<file path="config.mk">
export PLATFORM = sky130hd
export DESIGN_NAME = sriz_mc_flat
export DESIGN_NICKNAME = d
export VERILOG_FILES = /design/src/rtl/sriz_pkg.sv /design/src/rtl/sriz_mc_if.sv /design/src/rtl/sriz_wait_cnt.sv /design/src/rtl/sriz_mc.sv /design/src/flat_wrapper.sv
export SDC_FILE = /design/constraint.sdc
export NUM_CORES = 1
export LEC_CHECK = 0
export ABC_AREA = 0
export CORE_MARGIN = 8
export CORE_UTILIZATION = 40
export CTS_BUF_LIST = sky130_fd_sc_hd__clkbuf_8 sky130_fd_sc_hd__clkbuf_16
export DETAILED_ROUTE_END_ITERATION = 12
export GPL_ROUTABILITY_DRIVEN = 0
export GPL_TIMING_DRIVEN = 1
export PLACE_DENSITY = 0.74
export RECOVER_POWER = 25
export SYNTH_ARGS = -nofsm -noshare
export SYNTH_HDL_FRONTEND = slang
export SYNTH_SLANG_ARGS = --single-unit
</file>
<file path="constraint.sdc">
create_clock -name clk -period 1.9 [get_ports clk]
set_input_delay 0.38 -clock clk [delete_from_list [all_inputs] [get_ports clk]]
set_output_delay 0.38 -clock clk [all_outputs]
set_load 0.02 [all_outputs]
</file>
<file path="src/rtl/sriz_pkg.sv">
// Shared types and constants for the multi-cycle sriz core sequencer.
// Latency: n/a (types, constants and a pure helper function only).
// Backpressure: n/a.
package sriz_pkg;

    localparam int          ILEN         = 32;
    localparam logic [31:0] RESET_PC_DEF = 32'h8000_0000;

    typedef enum logic [3:0] {
        FETCH_REQ,
        FETCH_WAIT,
        DECODE,
        EXEC,
        MEM_REQ,
        MEM_WAIT,
        WB,
        HALT,
        ERR
    } mc_state_t;

    // States that wait on a memory handshake and are therefore bounded by the timeout.
    function automatic logic is_wait_state(input mc_state_t s);
        return (s == FETCH_REQ) || (s == FETCH_WAIT) || (s == MEM_REQ) || (s == MEM_WAIT);
    endfunction

endpackage

</file>
<file path="src/rtl/sriz_mc_if.sv">
// Instruction and data memory handshake bundle between the sequencer and memory.
// Latency: n/a (wires only).
// Backpressure: request valid is held by the master until the slave raises ready.
interface sriz_mc_if #(
    parameter int XLEN = 32
);
    import sriz_pkg::*;

    logic            imem_req_valid;
    logic            imem_req_ready;
    logic [XLEN-1:0] imem_addr;
    logic            imem_rsp_valid;
    logic [ILEN-1:0] imem_rsp_data;

    logic            dmem_req_valid;
    logic            dmem_wen;
    logic            dmem_req_ready;
    logic            dmem_rsp_valid;

    modport master (
        output imem_req_valid, imem_addr, dmem_req_valid, dmem_wen,
        input  imem_req_ready, imem_rsp_valid, imem_rsp_data, dmem_req_ready, dmem_rsp_valid
    );

    modport slave (
        input  imem_req_valid, imem_addr, dmem_req_valid, dmem_wen,
        output imem_req_ready, imem_rsp_valid, imem_rsp_data, dmem_req_ready, dmem_rsp_valid
    );

endinterface

</file>
<file path="src/rtl/sriz_wait_cnt.sv">
// Handshake wait counter: expired is high during the TIMEOUT-th consecutive enabled cycle.
// Latency: expired is a decode of the registered count, no input-to-output path except en.
// Backpressure: n/a; clr restarts the count, the count freezes once expired.
module sriz_wait_cnt #(
    parameter int TIMEOUT = 255
) (
    input  logic clk,
    input  logic rst,
    input  logic clr,
    input  logic en,
    output logic expired
);
    localparam int           W    = (TIMEOUT > 1) ? $clog2(TIMEOUT) : 1;
    localparam logic [W-1:0] LAST = W'(TIMEOUT - 1);

    logic [W-1:0] cnt;

    // Count completed cycles in the current wait state; restart on every state change
    always_ff @(posedge clk) begin
        if (!rst) begin
            cnt <= '0;
        end else if (clr) begin
            cnt <= '0;
        end else if (en && !expired) begin
            cnt <= cnt + W'(1);
        end
    end

    assign expired = en && (cnt == LAST);

endmodule

</file>
<file path="src/rtl/sriz_mc.sv">
// Multi-cycle core sequencer: owns pc/ir/instret and steps IDU/EXU through fetch, memory and writeback.
// Latency: 5 cycles ALU/jump, 6 store, 7 load with zero-wait memory; every stall cycle adds one.
// Backpressure: holds req valid with stable addr/wen until ready; a wait state lasting TIMEOUT cycles parks in ERR.
module sriz_mc
    import sriz_pkg::*;
#(
    parameter int              XLEN     = 32,
    parameter logic [XLEN-1:0] RESET_PC = XLEN'(RESET_PC_DEF),
    parameter int              TIMEOUT  = 255,
    parameter int              CNT_W    = 64
) (
    input  logic             clk,
    input  logic             rst,
    sriz_mc_if.master        mem,
    output logic [ILEN-1:0]  ir,
    output logic [XLEN-1:0]  pc,
    input  logic             dec_mem,
    input  logic             dec_store,
    input  logic             dec_rf_wen,
    input  logic             dec_jump,
    input  logic             dec_halt,
    input  logic [XLEN-1:0]  exu_nextpc,
    output logic             rf_wen,
    output logic             rf_wsel,
    output logic             retire,
    output logic [CNT_W-1:0] instret,
    output logic             halted,
    output logic             err
);
    mc_state_t       state;
    mc_state_t       state_nxt;
    mc_state_t       wb_tgt;
    logic            run;
    logic            expired;
    logic            misalign;
    logic            wait_clr;
    logic            wait_en;
    logic [XLEN-1:0] jump_tgt;

    // Bit 0 of a jump target is always dropped; bit 1 set means a misaligned 4-byte fetch.
    assign jump_tgt = exu_nextpc & ~XLEN'(1);
    assign misalign = dec_jump & jump_tgt[1];
    assign wb_tgt   = misalign ? ERR : WB;

    assign mem.imem_addr = pc;

    assign wait_clr = (state_nxt != state);
    assign wait_en  = run && is_wait_state(state);

    sriz_wait_cnt #(
        .TIMEOUT (TIMEOUT)
    ) u_wait_cnt (
        .clk     (clk),
        .rst     (rst),
        .clr     (wait_clr),
        .en      (wait_en),
        .expired (expired)
    );

    // State register; run keeps strobes low in the cycle right after a reset edge
    always_ff @(posedge clk) begin
        if (!rst) begin
            state <= FETCH_REQ;
            run   <= 1'b0;
        end else begin
            state <= state_nxt;
            run   <= 1'b1;
        end
    end

    // Next-state selection and state-decoded strobes
    always_comb begin
        state_nxt          = state;
        mem.imem_req_valid = 1'b0;
        mem.dmem_req_valid = 1'b0;
        mem.dmem_wen       = 1'b0;
        rf_wen             = 1'b0;
        rf_wsel            = 1'b0;
        retire             = 1'b0;
        halted             = 1'b0;
        err                = 1'b0;
        unique case (state)
            FETCH_REQ: begin
                mem.imem_req_valid = run;
                if (run && mem.imem_req_ready) begin
                    state_nxt = FETCH_WAIT;
                end else if (expired) begin
                    state_nxt = ERR;
                end
            end
            FETCH_WAIT: begin
                if (mem.imem_rsp_valid) begin
                    state_nxt = DECODE;
                end else if (expired) begin
                    state_nxt = ERR;
                end
            end
            DECODE: begin
                state_nxt = dec_halt ? HALT : EXEC;
            end
            EXEC: begin
                state_nxt = dec_mem ? MEM_REQ : wb_tgt;
            end
            MEM_REQ: begin
                mem.dmem_req_valid = 1'b1;
                mem.dmem_wen       = dec_store;
                if (mem.dmem_req_ready) begin
                    state_nxt = dec_store ? wb_tgt : MEM_WAIT;
                end else if (expired) begin
                    state_nxt = ERR;
                end
            end
            MEM_WAIT: begin
                if (mem.dmem_rsp_valid) begin
                    state_nxt = wb_tgt;
                end else if (expired) begin
                    state_nxt = ERR;
                end
            end
            WB: begin
                rf_wen    = dec_rf_wen;
                rf_wsel   = dec_mem & ~dec_store;
                retire    = 1'b1;
                state_nxt = FETCH_REQ;
            end
            HALT: begin
                halted = 1'b1;
            end
            ERR: begin
                err = 1'b1;
            end
            default: begin
                state_nxt = ERR;
            end
        endcase
    end

    // Architectural registers: ir captured on fetch response, pc and instret advance only in WB
    always_ff @(posedge clk) begin
        if (!rst) begin
            pc      <= RESET_PC;
            ir      <= '0;
            instret <= '0;
        end else begin
            if ((state == FETCH_WAIT) && mem.imem_rsp_valid) begin
                ir <= mem.imem_rsp_data;
            end
            if (state == WB) begin
                pc      <= dec_jump ? jump_tgt : pc + XLEN'(4);
                instret <= instret + CNT_W'(1);
            end
        end
    end

endmodule

</file>
<file path="src/flat_wrapper.sv">
// flat-port wrapper written by rule: the top's interface ports become plain ports
module sriz_mc_flat import sriz_pkg::*;
#(
    parameter int              XLEN     = 32,
    parameter logic [XLEN-1:0] RESET_PC = XLEN'(RESET_PC_DEF),
    parameter int              TIMEOUT  = 255,
    parameter int              CNT_W    = 64
)
  (clk, rst, ir, pc, dec_mem, dec_store, dec_rf_wen, dec_jump, dec_halt, exu_nextpc, rf_wen, rf_wsel, retire, instret, halted, err, mem_imem_req_valid, mem_imem_addr, mem_dmem_req_valid, mem_dmem_wen, mem_imem_req_ready, mem_imem_rsp_valid, mem_imem_rsp_data, mem_dmem_req_ready, mem_dmem_rsp_valid);
  sriz_mc_if #(.XLEN(XLEN)) mem_i ();
  input  logic clk;
  input  logic rst;
  output logic [ILEN-1:0] ir;
  output logic [XLEN-1:0] pc;
  input  logic dec_mem;
  input  logic dec_store;
  input  logic dec_rf_wen;
  input  logic dec_jump;
  input  logic dec_halt;
  input  logic [XLEN-1:0] exu_nextpc;
  output logic rf_wen;
  output logic rf_wsel;
  output logic retire;
  output logic [CNT_W-1:0] instret;
  output logic halted;
  output logic err;
  output wire logic [$bits(mem_i.imem_req_valid)-1:0] mem_imem_req_valid;
  output wire logic [$bits(mem_i.imem_addr)-1:0] mem_imem_addr;
  output wire logic [$bits(mem_i.dmem_req_valid)-1:0] mem_dmem_req_valid;
  output wire logic [$bits(mem_i.dmem_wen)-1:0] mem_dmem_wen;
  input wire logic [$bits(mem_i.imem_req_ready)-1:0] mem_imem_req_ready;
  input wire logic [$bits(mem_i.imem_rsp_valid)-1:0] mem_imem_rsp_valid;
  input wire logic [$bits(mem_i.imem_rsp_data)-1:0] mem_imem_rsp_data;
  input wire logic [$bits(mem_i.dmem_req_ready)-1:0] mem_dmem_req_ready;
  input wire logic [$bits(mem_i.dmem_rsp_valid)-1:0] mem_dmem_rsp_valid;
  assign mem_imem_req_valid = mem_i.imem_req_valid;
  assign mem_imem_addr = mem_i.imem_addr;
  assign mem_dmem_req_valid = mem_i.dmem_req_valid;
  assign mem_dmem_wen = mem_i.dmem_wen;
  assign mem_i.imem_req_ready = mem_imem_req_ready;
  assign mem_i.imem_rsp_valid = mem_imem_rsp_valid;
  assign mem_i.imem_rsp_data = mem_imem_rsp_data;
  assign mem_i.dmem_req_ready = mem_dmem_req_ready;
  assign mem_i.dmem_rsp_valid = mem_dmem_rsp_valid;
  sriz_mc #(.XLEN(XLEN), .RESET_PC(RESET_PC), .TIMEOUT(TIMEOUT), .CNT_W(CNT_W)) u_core (.clk(clk), .rst(rst), .mem(mem_i), .ir(ir), .pc(pc), .dec_mem(dec_mem), .dec_store(dec_store), .dec_rf_wen(dec_rf_wen), .dec_jump(dec_jump), .dec_halt(dec_halt), .exu_nextpc(exu_nextpc), .rf_wen(rf_wen), .rf_wsel(rf_wsel), .retire(retire), .instret(instret), .halted(halted), .err(err));
endmodule
</file>
### Word level (Yosys, flattened, before mapping)

Index checks and enable logic that the tools add are counted.

| cells by class | value |
|---|---|
| add/subtract/negate cells | 3 |
| equal/unequal tests | 10 |
| muxes and demuxes | 20 |
| bitwise operators | 4 |
| reductions and logical operators | 12 |

Operators with widths:

| cell | count |
|---|---|
| $add A64 B1 Y64 const B | 1 |
| $add A32 B3 Y32 const B | 1 |
| $mux W32 | 1 |
| $mux W4 | 8 |
| $pmux W4 S8 | 1 |
| $eq A4 B3 Y1 const B | 4 |
| $mux W1 | 9 |
| $add A8 B1 Y8 const B | 1 |
| $eq A4 B2 Y1 const B | 2 |
| $eq A8 B8 Y1 const B | 1 |
| $logic_and A1 B1 Y1 | 5 |
| $eq A4 B1 Y1 const B | 1 |
| $eq A4 B4 Y1 const B | 1 |
| $logic_not A4 Y1 | 1 |
| $ne A4 B4 Y1 | 1 |
| $reduce_or A2 Y1 | 2 |
| $logic_or A1 B1 Y1 | 3 |
| $mux W3 | 1 |
| $and A1 B1 Y1 | 2 |
| $not A1 Y1 | 2 |
| $logic_not A1 Y1 | 1 |

| storage, ports and cells | value |
|---|---|
| register bits | 141 |
| input port bits | 75 |
| output and inout bits | 168 |
| word-level logic and storage cells | 55 |

### Longest topological paths before layout

| depth | value |
|---|---|
| depth after elaboration | 11 |
| depth in mapped cells | 10 |

### By module

A second synthesis with hierarchy kept.

| second synthesis, totals | value |
|---|---|
| cells, all modules | 931 |
| area, all modules | 7305.8 µm² |

Modules (own cells, without submodules):

| module | times used | cells an instance | area an instance (µm²) | sequential area each (µm²) |
|---|---|---|---|---|
| sriz_mc | 1 | 882 | 6872.8 | 2642.5 |
| sriz_wait_cnt | 1 | 49 | 432.9 | 160.2 |

### Worst setup path after synthesis

Ideal clock, no wire load.

| path | value |
|---|---|
| path kind | reg-to-reg |
| start | register u_core.state[3] |
| end | register u_core.u_wait_cnt.cnt[4] |
| setup time | 0.096 ns |
| arrival time | 2.304 ns |
| setup slack | -0.500 ns |
| stages on the path, launching flop included | 7 |
| buffers on the path | 1 |
| cell sequence | dfxtp_1 -> buf_2 -> nor4b_1 -> nand3_1 -> a22oi_1 -> o22ai_2 -> nor4b_1 |

| between the ends | value |
|---|---|
| word-level cells in the longest chain between the ends | 11 |

RTL lines:

| item | line | text |
|---|---|---|
| start: declaration | sriz_mc.sv:30 | `mc_state_t state;` |
| start signal: assignment | sriz_mc.sv:66 | `state <= state_nxt;` |
| $eq A4 B1 Y1 / $logic_not A4 Y1 (equally long branches) | sriz_pkg.sv:23, sriz_mc.sv:82 |  |
| $logic_or A1 B1 Y1 (3 in series) | sriz_pkg.sv:23 | `return (s == FETCH_REQ) \|\| (s == FETCH_WAIT) \|\| (s == MEM_REQ) \|\| (s == MEM_WAIT);` |
| $logic_and A1 B1 Y1 | sriz_mc.sv:48 | `assign wait_en = run && is_wait_state(state);` |
| $logic_and A1 B1 Y1 | sriz_wait_cnt.sv:29 | `assign expired = en && (cnt == LAST);` |
| $mux W4 | - |  |
| $mux W4 (on tied branches) | - |  |
| $pmux W4 S8 | sriz_mc.sv:82 | `unique case (state)` |
| $ne A4 B4 Y1 | sriz_mc.sv:47 | `assign wait_clr = (state_nxt != state);` |
| $reduce_or A2 Y1 (no line) | - |  |
| end signal: assignment | sriz_wait_cnt.sv:25 | `cnt <= cnt + W'(1);` |
| end: declaration | sriz_wait_cnt.sv:16 | `logic [W-1:0] cnt;` |

Parallel ways exist; a longest one is shown, timed or not.
A chain may end at the register's enable or synchronous reset.

### Worst setup path in the final report

| path | value |
|---|---|
| start | register u_core.state[3] |
| end | output port rf_wsel |

| between the ends | value |
|---|---|
| word-level cells in the longest chain between the ends | 2 |

RTL lines:

| item | line | text |
|---|---|---|
| $eq A4 B3 Y1 | sriz_mc.sv:82 |  |
| $mux W1 | sriz_mc.sv:82 |  |
| end: declaration | flat_wrapper.sv:22 | `output logic rf_wsel;` |

No other way between the ends.

==> metrics.md <==
| Metric | Value |
|---|---|
| # port buffers | `239` |
| Worst-skew pair later-pin latency | `420 ps` |
| Leak Pwr | `4.344 nW` |
| Post-synthesis adder-cell area fraction | `0.6829%` |
| Horiz. Die Dim | `151.4 um` |
| Worst path bufs/invs | `2` |
| RR Endpoint | `u_core.instret[62]` |
| Endpoints failing setup | `7` |
| Worst IR Drop VDD | `0.0008137 V` |
| PwrDens | `805.0 nW/um^2` |
| Tcrit/Tclk final | `101.6%` |
| Drt drc | `0` |
| Top_reg_cell synth | `dfxtp_1` |
| Mean Syn Cell Area | `7.829 sq um` |
| # nets final | `1,344` |
| Reg2reg start | `u_core.instret[10]` |
| Max-Cap Viols | `0` |
| Vias in the first global route | `7,668` |
| Initial Util | `40.80%` |
| PnR worst setup slack | `-30.66 ps` |
| Failing checks | `negative setup slack` |
| Crit path max-delay family | `simple AND/OR/NAND/NOR gates` |
| Initial antenna violation count | `1` |
| Last element of the critical path | `rf_wsel` |
| Critical path class | `reg -> out` |
| Multiplexer area fraction after synthesis | `0.9732%` |
| Worst-Margin Slew | `678.6 ps` |
| Vias per inst | `5.511` |
| Final hold violation count | `0` |
| FMAX | `0.5180 GHz` |
| Register bit count reported by yosys | `140` |
| DIE HEIGHT | `151.4 um` |
| P_int | `6.522 mW` |
| R2R cell count | `9` |
| Largest family of logic cells by synthesized area | `simple AND/OR/NAND/NOR gates` |
| Crit path largest cell delay | `340 ps` |
| All-Layer GR Usage | `21.63%` |
| Maximum fanout along the worst path | `4` |
| Tmin final | `1931 ps` |
| Core Area | `17,960 sq um` |
| H-tree depth | `4` |
| Multi-input logic area | `4325 sq um` |
| Clock skew | `10.41 ps` |
| Hold WS | `451.9 ps` |
| Routed via count | `8,310` |
| Xor/xnor cell area share of the yosys netlist | `4.183%` |
| Synth area leaders | `dfxtp_1 38%, a21oi_1 6.8%, nand2_1 6.1%` |
| Synth cell types | `66` |
| Combinational share of power | `26.4%` |
| Top cell type by total area after synthesis | `dfxtp_1` |
| Avg WL per Cell | `17.25 um` |
| Crit. path cell count | `4` |
| Largest net degree at the start of global routing | `74` |
| Post-synthesis simple-gate area fraction | `29.23%` |
| Synth Area in Compound Gates | `19.07%` |
| Overall routed net length | `26.01 mm` |
| Sequential-to-total area share from yosys stat | `38.24%` |
| Post-Synthesis Cells | `936` |
| Top cell type's share of synthesized area | `38.24%` |
| Reg-to-reg setup timing slack | `-10 ps` |
| Final ANT Viol Nets | `0` |
| Status | `complete, but fails checks` |
| Slew Viols, Final | `0` |
| Clk sinks | `140` |
| Cell Chain, Critical Path | `nand4bb_4, buf_6, nor3b_2, buf_4` |
| Fillers | `1,494` |
| FF+latch area | `2859 sq um` |
| Critical path's slowest cell | `dfxtp_2` |
| Sequential share of power | `34.5%` |
| Layout area overhead | `58.07%` |
| First DRT Iteration DRCs | `458` |
| Critical path launch point type | `register` |
| Slew Limit Headroom | `54.76%` |
| Worst-path clk slew | `70 ps` |
| Worst hold path class | `reg -> reg` |
| Sw power | `2.802 mW` |
| Worst Path Arrival | `1550 ps` |
| Ys async rst share | `0%` |
| Critical path launch point | `u_core.state[3]` |
| Netlist Area Pre-Place | `7328 sq um` |
| First-pass GRT wire length | `39.54 mm` |
| # rows | `49` |
| Sw Ratio | `30.06%` |
| CTS Root Cell | `clkbuf_16` |
| Max Root-Sink Buffers | `2` |
| CP Capture Type | `output pin` |
| Grt ovf | `0` |
| Drt first pass iters | `5` |
| Yosys warns | `0` |
| Number of buffers created by CTS | `17` |
| CP Data Required Time | `1520 ps` |
| Post-synth EDFFs | `0` |
| Layout cells sized above 1 | `24.41%` |
| RSZ-0062 raised after global routing | `yes` |
| CTS tree | `done` |
| Final Power | `9.324 mW` |
| Clk network pwr share | `39.1%` |
| Top-level I/O count | `243` |
| Dpl hpwl | `17.98 mm` |
| DIE AREA | `22,910 sq um` |
[flip-flops by register name, summed over array words and instances, names as in the netlist]
signal,count
u_core.run,1
u_core.u_wait_cnt.cnt,8
u_core.ir,32
u_core.state,4
u_core.instret,64
u_core.mem.imem_addr,31
[power by group through the flow]
| stage | logic, mW | clock network [mW] | registers, mW |
|---|---|---|---|
| 6_report | 2.46 | 3.65 | 3.21 |
| 5_1_grt | 2.66 | 3.82 | 3.23 |
| 4_1_cts | 2.34 | 3.68 | 3.19 |
| 3_5_place_dp | 2.16 | 0 | 3.23 |
| 3_3_place_gp | 2.15 | 0 | 3.22 |
| 2_1_floorplan | 1.06 | 0 | 3.37 |
[metrics by stage]
step	std cells	cell area (sq um)	setup TNS [ps]	utilization (%)	setup slack (ps)
floorplan	937	7448	-560.0	-	-111.2
global placement	1455	10740	-5261	59.76	-249.6
detailed placement	1455	10740	-7121	59.76	-245.9
CTS	1493	11570	-147.2	64.39	-53.75
global route	1508	11580	-1677	64.48	-92.17
finish	1508	11580	-57.47	64.48	-30.66
[Yosys cell counts (all sizes together) (6+ instances only)]
library cell,n
nor3,32
nand2,120
nand3,50
xnor2,18
nor4,17
buf,50
and4,7
a21oi,99
o221a,12
o31ai,7
or3,26
inv,20
mux2i,6
and2,8
and3,14
a31oi,12
or4,7
nand4,35
clkbuf,37
xor2,17
o21ai,47
dfxtp,140
nor2,71
[cell families after synthesis]
family / count (synthesis)
fa+ha+maj: 4
xor+xnor: 35
buf+inv: 109
flops: 140
compound gates: 226
simple gates: 414
other cells: 1
mux: 7
[tightest hold or removal path: stages (launching register included)]
cell and delay, ps:
dfxtp_1 300, nand2_1 50, a21oi_1 50
[worst min path at each step]
stage             startpoint  cells after the start                  endpoint  slack (ps)
2_1_floorplan            rst                      0                u_core.run         410
3_3_place_gp   u_core.ir[14]                      2             u_core.ir[14]         440
3_5_place_dp    u_core.ir[6]                      2              u_core.ir[6]         450
4_1_cts             dec_jump                      3  u_core.mem.imem_addr[25]         430
5_1_grt             dec_jump                      4   u_core.mem.imem_addr[1]         460
6_report       u_core.ir[23]                      2             u_core.ir[23]         450
[layer usage]
metal	share of wire, %	routed length [um]	up-vias	GRT usage, %
li1	-	-	4019	-
met1	40	10330	3943	24.95
met2	50	12960	303	37.22
met3	8.3	2154	45	6.513
met4	2.2	573	0	7.571
met5	0	0	-	0
[layout make-up]
class,instances,share of cell area (%)
Multi-Input combinational cell,688,37.34
Timing Repair Buffer,396,29.14
Sequential cell,140,24.68
Clock buffer,18,3.791
Tap cell,229,2.474
Clock inverter,14,1.771
Inverter,22,0.7777
Antenna cell,1,0.02160
[cell usage in the layout, fill, tap and decap left out, types with 6 or more instances in the layout]
| master | n |
|---|---|
| clkdlybuf4s50_1 | 148 |
| buf_4 | 131 |
| nand2_1 | 119 |
| dfxtp_1 | 105 |
| a21oi_1 | 90 |
| nor2_1 | 69 |
| clkbuf_1 | 52 |
| nand3_1 | 45 |
| o21ai_0 | 37 |
| nand4_1 | 35 |
| dlygate4sd2_1 | 31 |
| dfxtp_2 | 30 |
| or3_1 | 21 |
| nor3_1 | 21 |
| buf_6 | 19 |
| inv_1 | 18 |
| xnor2_1 | 18 |
| clkbuf_16 | 18 |
| xor2_1 | 17 |
| and3_1 | 13 |
| a31oi_1 | 12 |
| o221a_2 | 12 |
| o21ai_1 | 10 |
| a21oi_2 | 9 |
| buf_12 | 9 |
| nor3_2 | 8 |
| and4_1 | 7 |
| o31ai_1 | 7 |
| and2_1 | 6 |
| nor4_4 | 6 |
| nor4_1 | 6 |
[what timing repair did]
action	CTS	global route
gates resized for setup	109	112
gates cloned	0	2
hold buffers	0	0
setup endpoints to repair	87	103
pin swaps	10	35
buffers inserted	6	13
No activity file was read; power rests on OpenSTA's default activity.
